$ cat config.mk
export PLATFORM = sky130hd
export DESIGN_NAME = arp_replay_switch_flat
export DESIGN_NICKNAME = d
export VERILOG_FILES = /design/src/rtl/arp_replay_switch_if.sv /design/src/rtl/arp_replay_switch.sv /design/src/flat_wrapper.sv
export SDC_FILE = /design/constraint.sdc
export NUM_CORES = 2
export LEC_CHECK = 0
export CORE_MARGIN = 5
export CORE_UTILIZATION = 53
export CTS_BUF_LIST = sky130_fd_sc_hd__clkbuf_4
export DETAILED_ROUTE_END_ITERATION = 10
export DONT_BUFFER_PORTS = 1
export PLACE_DENSITY_LB_ADDON = 0.15
export SLEW_MARGIN = 20
export SYNTH_ARGS = -nofsm -noshare
export SYNTH_HDL_FRONTEND = slang
export SYNTH_SLANG_ARGS = --single-unit
$ cat constraint.sdc
create_clock -name clk -period 7 [get_ports clk]
set_input_delay 1.4 -clock clk [delete_from_list [all_inputs] [get_ports clk]]
set_output_delay 1.4 -clock clk [all_outputs]
set_load 0.1 [all_outputs]
$ cat src/rtl/arp_replay_switch_if.sv
// arp_replay_switch_if: GMII-style byte stream (data, valid, error)
interface arp_replay_switch_if;
    logic [7:0] data;
    logic       dv;
    logic       er;
    modport master(output data, dv, er);
    modport slave(input data, dv, er);
endinterface

$ cat src/rtl/arp_replay_switch.sv
// arp_replay_switch: GMII pass-through that captures the latest good ARP frame
// and replays it after a path switch or trigger so peers relearn the path.
module arp_replay_switch #(
    parameter int          CAP_DEPTH    = 128,
    parameter int          MATCH_OFFSET = 20,
    parameter logic [15:0] MATCH_TYPE   = 16'h0806,
    parameter int          REPEAT       = 3,
    parameter int          IFG_CLOCKS   = 128
) (
    input  logic                       clk,
    input  logic                       rst,
    input  logic                       select,
    input  logic                       trig,
    arp_replay_switch_if.slave         up,
    arp_replay_switch_if.master        down,
    output logic                       busy,
    output logic                       captured,
    output logic                       replay_done,
    output logic [15:0]                drop_cnt
);
    localparam int AW = $clog2(CAP_DEPTH);
    localparam logic [AW:0] FULL = (AW+1)'(CAP_DEPTH);
    typedef enum logic [2:0] {PASS, WAIT, FETCH, LAT, DATA, GAP, DRAIN} state_t;
    state_t state;
    logic [7:0] mem [2*CAP_DEPTH];
    logic [7:0] rd_q;
    logic select_q, dv_q, pending, active, rd_slot;
    logic ovf, err, m_hi, m_lo;
    logic [AW:0] cnt, cap_len, rd_len, sent, off, rd_addr;
    logic [AW-1:0] rd_ptr;
    logic [15:0] gap;
    logic [3:0] frames;
    logic rise, fall, commit, leave, in_burst;
    always_comb begin
        rise = up.dv && !dv_q;
        fall = !up.dv && dv_q;
        off = rise ? '0 : cnt;
        commit = fall && m_hi && m_lo && !ovf && !err && !busy;
        leave = state == PASS && pending && captured;
        in_burst = !(state inside {PASS, WAIT});
        rd_addr = state == FETCH ? {active, {AW{1'b0}}} : {rd_slot, rd_ptr};
    end
    // Writer fills the inactive slot; a burst only ever reads the active one.
    always_ff @(posedge clk) begin
        if (up.dv && off != FULL) mem[{~active, off[AW-1:0]}] <= up.data;
        rd_q <= mem[rd_addr];
    end
    always_ff @(posedge clk) begin
        if (rst) begin
            state <= PASS;
            down.data <= '0;
            down.dv <= 1'b0;
            down.er <= 1'b0;
            busy <= 1'b0;
            captured <= 1'b0;
            replay_done <= 1'b0;
            drop_cnt <= '0;
            select_q <= select;
            dv_q <= 1'b0;
            pending <= 1'b0;
            active <= 1'b0;
            cnt <= '0;
            cap_len <= '0;
            ovf <= 1'b0;
            err <= 1'b0;
            m_hi <= 1'b0;
            m_lo <= 1'b0;
            rd_slot <= 1'b0;
            rd_len <= '0;
            rd_ptr <= '0;
            sent <= '0;
            gap <= '0;
            frames <= '0;
        end else begin
            select_q <= select;
            dv_q <= up.dv;
            pending <= (select != select_q) || trig || (pending && !leave);
            replay_done <= 1'b0;
            if (rise && in_burst && drop_cnt != 16'hFFFF) drop_cnt <= drop_cnt + 1'b1;
            if (up.dv) begin
                cnt <= off == FULL ? off : off + 1'b1;
                ovf <= (ovf && !rise) || off == FULL;
                err <= (err && !rise) || up.er;
                m_hi <= (m_hi && !rise) || (int'(off) == MATCH_OFFSET && up.data == MATCH_TYPE[15:8]);
                m_lo <= (m_lo && !rise) || (int'(off) == MATCH_OFFSET + 1 && up.data == MATCH_TYPE[7:0]);
            end
            if (commit) begin
                active <= ~active;
                cap_len <= cnt;
                captured <= 1'b1;
            end
            case (state)
                PASS, WAIT: begin
                    down.data <= up.data;
                    down.dv <= up.dv;
                    down.er <= up.er;
                    // The upstream frame in flight always completes before a burst.
                    if (state == WAIT ? !up.dv : leave) begin
                        state <= up.dv ? WAIT : FETCH;
                        busy <= 1'b1;
                    end
                end
                FETCH: begin
                    rd_slot <= active;
                    rd_len <= cap_len;
                    rd_ptr <= AW'(1);
                    frames <= frames + 1'b1;
                    down.data <= '0;
                    down.dv <= 1'b0;
                    down.er <= 1'b0;
                    state <= LAT;
                end
                LAT: begin
                    down.data <= rd_q;
                    down.dv <= 1'b1;
                    rd_ptr <= rd_ptr + 1'b1;
                    sent <= (AW+1)'(1);
                    state <= DATA;
                end
                DATA: begin
                    if (sent == rd_len) begin
                        down.dv <= 1'b0;
                        gap <= '0;
                        state <= GAP;
                    end else begin
                        down.data <= rd_q;
                        down.dv <= 1'b1;
                        sent <= sent + 1'b1;
                        rd_ptr <= rd_ptr + 1'b1;
                    end
                end
                GAP: begin
                    if (gap == 16'(IFG_CLOCKS - 1)) begin
                        if (frames == 4'(REPEAT)) begin
                            replay_done <= 1'b1;
                            frames <= '0;
                            state <= DRAIN;
                        end else state <= FETCH;
                    end else gap <= gap + 1'b1;
                end
                DRAIN: begin
                    down.dv <= 1'b0;
                    if (!up.dv) begin
                        state <= PASS;
                        busy <= 1'b0;
                    end
                end
                default: state <= PASS;
            endcase
        end
    end
endmodule

$ cat src/flat_wrapper.sv
// flat-port wrapper written by rule: the top's interface ports become plain ports
module arp_replay_switch_flat 
#(
    parameter int          CAP_DEPTH    = 128,
    parameter int          MATCH_OFFSET = 20,
    parameter logic [15:0] MATCH_TYPE   = 16'h0806,
    parameter int          REPEAT       = 3,
    parameter int          IFG_CLOCKS   = 128
)
  (clk, rst, select, trig, busy, captured, replay_done, drop_cnt, up_data, up_dv, up_er, down_data, down_dv, down_er);
  arp_replay_switch_if up_i ();
  arp_replay_switch_if down_i ();
  input  logic clk;
  input  logic rst;
  input  logic select;
  input  logic trig;
  output logic busy;
  output logic captured;
  output logic replay_done;
  output logic [15:0] drop_cnt;
  input wire logic [$bits(up_i.data)-1:0] up_data;
  input wire logic [$bits(up_i.dv)-1:0] up_dv;
  input wire logic [$bits(up_i.er)-1:0] up_er;
  output wire logic [$bits(down_i.data)-1:0] down_data;
  output wire logic [$bits(down_i.dv)-1:0] down_dv;
  output wire logic [$bits(down_i.er)-1:0] down_er;
  assign up_i.data = up_data;
  assign up_i.dv = up_dv;
  assign up_i.er = up_er;
  assign down_data = down_i.data;
  assign down_dv = down_i.dv;
  assign down_er = down_i.er;
  arp_replay_switch #(.CAP_DEPTH(CAP_DEPTH), .MATCH_OFFSET(MATCH_OFFSET), .MATCH_TYPE(MATCH_TYPE), .REPEAT(REPEAT), .IFG_CLOCKS(IFG_CLOCKS)) u_core (.clk(clk), .rst(rst), .select(select), .trig(trig), .up(up_i), .down(down_i), .busy(busy), .captured(captured), .replay_done(replay_done), .drop_cnt(drop_cnt));
endmodule
## Yosys cells after proc, flatten, opt, wreduce, memory -nomap -nowiden

Memory sizes are Yosys's and may differ from the RTL's. A register that Yosys moved wholly into a read port is not among the register bits.
Cells that the tools add are included.

| word-level totals | value |
|---|---|
| logic and storage cells | 143 |
| bits of input ports | 14 |
| memories | 1 |
| bits in writable memories | 2048 |
| output and inout bits | 29 |
| bits in registers | 100 |

| operators by class | value |
|---|---|
| reduce and logical (&&, ||, !) cells | 53 |
| eq/ne operators | 24 |
| add/subtract/negate cells | 6 |
| multiplexer cells | 32 |
| bitwise gates (word level) | 3 |

Memories:

| memory | words | bits a word | rd ports | clocked after memory_dff | wr ports | line | text |
|---|---|---|---|---|---|---|---|
| u_core.mem | 256 | 8 | 1 | 1 | 1 | arp_replay_switch.sv:25 | `logic [7:0] mem [2*CAP_DEPTH];` |

Operators by type and width:

| operator | number |
|---|---|
| two-way mux 8 bit | 5 |
| adder 16 x 1 -> 16 bit (second input constant) | 2 |
| two-way mux 16 bit | 2 |
| case mux 16 bit (2 select lines) | 1 |
| case mux 8 bit (4 select lines) | 1 |
| case mux 7 bit (3 select lines) | 1 |
| logical AND 1 bit | 19 |
| case mux 3 bit (6 select lines) | 1 |
| adder 8 x 1 -> 8 bit (second input constant) | 2 |
| == test 16 x 7 -> 1 bit (second input constant) | 1 |
| == test 8 x 6 -> 1 bit (second input constant) | 2 |
| != test 16 bit (second input constant) | 1 |
| case mux 8 bit (2 select lines) | 1 |
| two-way mux 3 bit | 5 |
| nonzero test 2 bit | 6 |
| == test 3 bit (second input constant) | 3 |
| AND reduction 3 bit | 3 |
| == test 8 x 3 -> 1 bit (second input constant) | 1 |
| == test 8 x 4 -> 1 bit (second input constant) | 1 |
| == test 8 bit | 1 |
| == test 8 bit (second input constant) | 1 |
| zero test 1 bit | 8 |
| two-way mux 4 bit | 2 |
| != test 2 x 1 -> 1 bit (second input constant) | 4 |
| other kinds (23) | 44 |

## Logic depth before layout (Yosys ltp)

| depth | value |
|---|---|
| word-level depth | 7 |
| mapped depth | 13 |
| gate-level depth less buffers | 9 |

## Least setup slack after synthesis

Ideal clock, no wire load.

| timing path | value |
|---|---|
| path kind | input port to flip-flop |
| start point | input up_dv |
| end point | memory u_core.mem[115][0] (enable) |
| arrival | 3.143 ns |
| cell stages on the path | 9 |
| setup time | 0.370 ns |
| path slack | 3.487 ns |
| buffers on the path | 2 |
| path through | nand2b_1 > buf_2 > nand2_1 > ha_1 > nand3_1 > and3_1 > nand2_1 > clkbuf_1 > nor2_1 |

| between the ends | value |
|---|---|
| word-level cells in the longest chain between the ends | 6 |

RTL lines:

| item | line | text |
|---|---|---|
| start, declared | flat_wrapper.sv:22 | `input wire logic [$bits(up_i.dv)-1:0] up_dv;` |
| logical AND 1 bit | arp_replay_switch.sv:35 | `rise = up.dv && !dv_q;` |
| two-way mux 8 bit | arp_replay_switch.sv:37 | `off = rise ? '0 : cnt;` |
| != test 8 bit | arp_replay_switch.sv:45 | `if (up.dv && off != FULL) mem[{~active, off[AW-1:0]}] <= up.data;` |
| logical AND 1 bit | arp_replay_switch.sv:45 |  |
| two-way mux 1 bit | arp_replay_switch.sv:45 |  |
| two-way mux 1 bit (implied by the code) | arp_replay_switch.sv:45 |  |
| end, declared | arp_replay_switch.sv:25 |  |

Parallel ways exist; a longest one is shown, timed or not.

## Final worst setup path

| timing path | value |
|---|---|
| start point | register u_core.rd_ptr[2] |
| end point | register u_core.rd_q[0] (read register of u_core.mem) |

| between the ends | value |
|---|---|
| word-level cells in the longest chain between the ends | 1 |

RTL lines:

| item | line | text |
|---|---|---|
| start, declared | arp_replay_switch.sv:30 | `logic [AW-1:0] rd_ptr;` |
| start signal, assigned | arp_replay_switch.sv:116 | `rd_ptr <= rd_ptr + 1'b1;` |
| start signal, assigned | arp_replay_switch.sv:129 | `rd_ptr <= rd_ptr + 1'b1;` |
| two-way mux 8 bit | arp_replay_switch.sv:41 | `rd_addr = state == FETCH ? {active, {AW{1'b0}}} : {rd_slot, rd_ptr};` |
| end, declared | arp_replay_switch.sv:26 | `logic [7:0] rd_q;` |

Every way passes these cells.
A chain may end at the register's enable or synchronous reset.

==> metrics.json <==
{
  "run_status": "completed",
  "placement_rows": 147,
  "synth.largest_area_cell": "sky130_fd_sc_hd__edfxtp_1",
  "grt_pass1_wl_um": 376400,
  "number_of_distinct_library_cells_after_synthesis": 83,
  "place_area_mm2": 0.08812,
  "min-delay-start": "rst",
  "classification_of_the_worst_slack_hold_path": "in2reg",
  "clk_transition_reported_paths_ns": 0.06,
  "tritoncts": "yes",
  "post-route-drc-count": 0,
  "rr_worst_depth": 10,
  "comb_power_share_pct": 0.2,
  "grt_setup_unrepaired": "no",
  "postLayoutCellArea_mm2": 0.09494,
  "dr.first_iter.drc_count": 7718,
  "floorplan.io_pins": 43,
  "overall_global_routing_resource_usage_pct": 30.78,
  "vias": 54660,
  "reg2reg_setup_slack_ns": 2.15,
  "clkLatencyLatePin_ns": 1.39,
  "fp.dieArea_mm2": 0.1704,
  "flow.area_growth_from_synthesis_pct": 10.38,
  "ant_nets": 0,
  "endpoint_kind": "register",
  "worst-setup-path-type": "reg2reg",
  "cts.root.buffer_cell": "sky130_fd_sc_hd__clkbuf_4",
  "ir_worst_vdd_mv": 0.1881,
  "layout.nets": 5960,
  "power_switching_share_pct": 20.53,
  "place_congestion": 0.8856,
  "syn-mean-instance-area_um2": 15.27,
  "floorplan.die.width_um": 412.9,
  "hpwl_um": 150000,
  "numClockSinks": 2156,
  "synth_top_area_share_pct": 71.50,
  "grt_start_max_net_pins": 261,
  "antenna_violations_before_repair": 15,
  "synth-edff-count": 2048,
  "regToRegEndpoint": "u_core.rd_q[0]$_DFF_P_",
  "worst_pin_slew_ns": 1.459,
  "syn-instance-count": 5633,
  "fin_tns_setup_ns": 0,
  "critPathMaxFanout": 28,
  "crit_required_ns": 8.22,
  "final_clock_period_utilization_by_the_worst_path_pct": 69.24,
  "postCtsResizedCells": 0,
  "postLayoutCoreUtil_pct": 59.00,
  "postSynth.topFlopCell": "sky130_fd_sc_hd__edfxtp_1",
  "synth.area.top_cells": "sky130_fd_sc_hd__edfxtp_1 (72%), sky130_fd_sc_hd__mux2i_1 (6.3%), sky130_fd_sc_hd__dfxtp_1 (2.5%)",
  "grt_pass1_vias": 52710,
  "p_total_mw": 24.81,
  "timing.final.max_slew_violations": 0,
  "detailedRoute.firstPassIterationCount": 6,
  "htreeDepth": 6,
  "clockPowerShare_pct": 42.8,
  "power.switching_mw": 5.095,
  "worstSetupStartpointType": "register",
  "start_util_pct": 53.45,
  "power_frac_seq_pct": 57.0,
  "max_cap_viol_count": 0,
  "leakage_nw": 29.78,
  "cellInternalPower_mw": 19.72,
  "pwr_dens_mw_per_mm2": 261.3,
  "grt_overflow_total": 0,
  "yosysWarningCount": 0,
  "routed_wire_length_per_instance_um": 31.33,
  "setup_violations": 0,
  "synth.top_cells.by_count": "sky130_fd_sc_hd__edfxtp_1 (2048), sky130_fd_sc_hd__mux2i_1 (541), sky130_fd_sc_hd__nand2_1 (485)",
  "drive_above_1_share_pct": 18.36,
  "die-height_um": 412.9,
  "routed_wirelength_um": 265500,
  "vias_per_cell": 6.452,
  "whs_path_depth": 1,
  "cts_post_setup_buffers_inserted": 0,
  "yosysMostFrequentCell": "sky130_fd_sc_hd__edfxtp_1",
  "io_buffer_count": 0,
  "critical_path.reg2reg.startpoint": "u_core.rd_ptr[2]$_SDFFE_PP0P_",
  "fillers": 12590,
  "synth_seq_cells": 2156,
  "worst_hold_path.endpoint": "u_core.pending$_SDFF_PP0_",
  "timing_hold_violations_final": 0,
  "crit_arrival_ns": 6.06,
  "finClkSkew_ns": 0.1411,
  "synth.cell_area_mm2": 0.08601,
  "min_period_ns": 4.847,
  "startpoint": "u_core.rd_ptr[2]$_SDFFE_PP0P_",
  "synth-async-reset-ratio_pct": 0,
  "maxSlewHeadroom_pct": 2.719,
  "core_region_area_mm2": 0.1609,
  "cts_buffers": 565,
  "holdBufCountCts": 1,
  "fmax_mhz": 206.3,
  "portion_of_the_post_synthesis_area_used_by_sequential_elements_pct": 74.01,
  "synth.net_count": 5656,
  "clk_path_buf_depth": 4
}
[metal layers]
layer / vias up / global-route usage (%) / share of wire [%]
met5: - / 0 / 0.024
met4: 10 / 14.21 / 4.6
met2: 3660 / 45.64 / 45
met1: 27320 / 42.07 / 39
li1: 23000 / - / -
met3: 666 / 9.426 / 12
[power by group through the flow]
stage / registers (mW) / clock network [mW] / logic, mW
CTS: 14.1 / 10.8 / 0.0560
floorplan: 14.4 / 0 / 0.0378
global placement: 14.4 / 0 / 0.0544
global route: 14.1 / 11.5 / 0.0588
finish: 14.1 / 10.6 / 0.0573
detailed placement: 14.4 / 0 / 0.0549
[area by class of cell]
cell class	instances	area (um^2)	area share [%]
tap	2160	2703	2.846
timing repair buffer	127	1156	1.218
sequential	2156	63670	67.06
multi-input combinational	3076	20560	21.66
clock inverter	98	558.0	0.5877
antenna	17	42.54	0.04481
clock buffer	827	6208	6.539
inverter	11	41.29	0.04349
[stage by stage]
step / hold WS [ns] / worst slack [ns] / std cells
3_3_place_gp: 0.4435 / 2.153 / 7529
3_5_place_dp: 0.4486 / 2.267 / 7529
4_1_cts: 0.01167 / 2.386 / 8455
5_1_grt: 0.02578 / 2.217 / 8464
6_report: 0.1370 / 2.153 / 8472
2_1_floorplan: 0.4315 / 3.487 / 5633
[worst max path at each step]
| stage | end | depth (start not counted) |
|---|---|---|
| 2_1_floorplan | u_core.mem[115][0]$_DFFE_PP_ | 9 |
| 3_3_place_gp | u_core.mem[125][2]$_DFFE_PP_ | 7 |
| 3_5_place_dp | u_core.mem[122][5]$_DFFE_PP_ | 7 |
| 4_1_cts | u_core.rd_q[5]$_DFF_P_ | 9 |
| 5_1_grt | u_core.rd_q[5]$_DFF_P_ | 9 |
| 6_report | u_core.rd_q[0]$_DFF_P_ | 10 |
[sequential cells by signal (all words and copies together) (netlist names), 3 cells and up]
register,count
u_core.mem,2048
u_core.drop_cnt,16
u_core.gap,16
u_core.cap_len,8
u_core.cnt,8
u_core.down.data,8
u_core.rd_len,8
u_core.rd_q,8
u_core.sent,8
u_core.rd_ptr,7
u_core.frames,4
u_core.state,3
[critical path: stages, from the launching register on]
cell,delay (ns)
sky130_fd_sc_hd__dfxtp_4,0.65
sky130_fd_sc_hd__inv_2,0.32
sky130_fd_sc_hd__nor2_4,0.92
sky130_fd_sc_hd__buf_12,0.27
sky130_fd_sc_hd__buf_4,0.34
sky130_fd_sc_hd__a21oi_1,0.07
sky130_fd_sc_hd__a22oi_1,0.26
sky130_fd_sc_hd__a21oi_1,0.11
sky130_fd_sc_hd__nor3_1,0.84
sky130_fd_sc_hd__o22ai_1,0.51
sky130_fd_sc_hd__o211ai_1,0.32
[placed cells by master (no fill, tap or decap), types with 18 or more instances in the layout]
cell type	Yosys	layout
sky130_fd_sc_hd__and2_1	19	18
sky130_fd_sc_hd__a21oi_1	355	355
sky130_fd_sc_hd__nor3_1	60	58
sky130_fd_sc_hd__nand3_1	79	78
sky130_fd_sc_hd__mux2_2	99	99
sky130_fd_sc_hd__xor2_1	36	36
sky130_fd_sc_hd__dfxtp_1	108	104
sky130_fd_sc_hd__a31oi_1	48	48
sky130_fd_sc_hd__mux4_2	20	20
sky130_fd_sc_hd__edfxtp_1	2048	2048
sky130_fd_sc_hd__clkbuf_4	0	827
sky130_fd_sc_hd__nor2_1	381	378
sky130_fd_sc_hd__mux2i_1	541	541
sky130_fd_sc_hd__o32ai_1	23	22
sky130_fd_sc_hd__clkinv_1	3	70
sky130_fd_sc_hd__o22ai_1	137	137
sky130_fd_sc_hd__o221ai_1	120	120
sky130_fd_sc_hd__buf_4	35	110
sky130_fd_sc_hd__a211oi_1	106	106
sky130_fd_sc_hd__o21ai_0	148	148
sky130_fd_sc_hd__a22oi_1	135	135
sky130_fd_sc_hd__o211ai_1	21	21
sky130_fd_sc_hd__a221oi_1	29	29
sky130_fd_sc_hd__nand2_1	485	476
[kinds of logic after synthesis]
logic type | after synthesis | share of synthesized area [%]
AND/OR/NAND/NOR | 1143 | 5.699
XOR/XNOR | 51 | 0.5193
adder cells (fa/ha/maj) | 9 | 0.1309
AO/OA/AOI/OAI | 1213 | 9.259
buffers and inverters | 401 | 2.262
flip-flops | 2156 | 74.01
multiplexers | 660 | 8.116
Note: power is estimated with default switching activity, not from simulation.
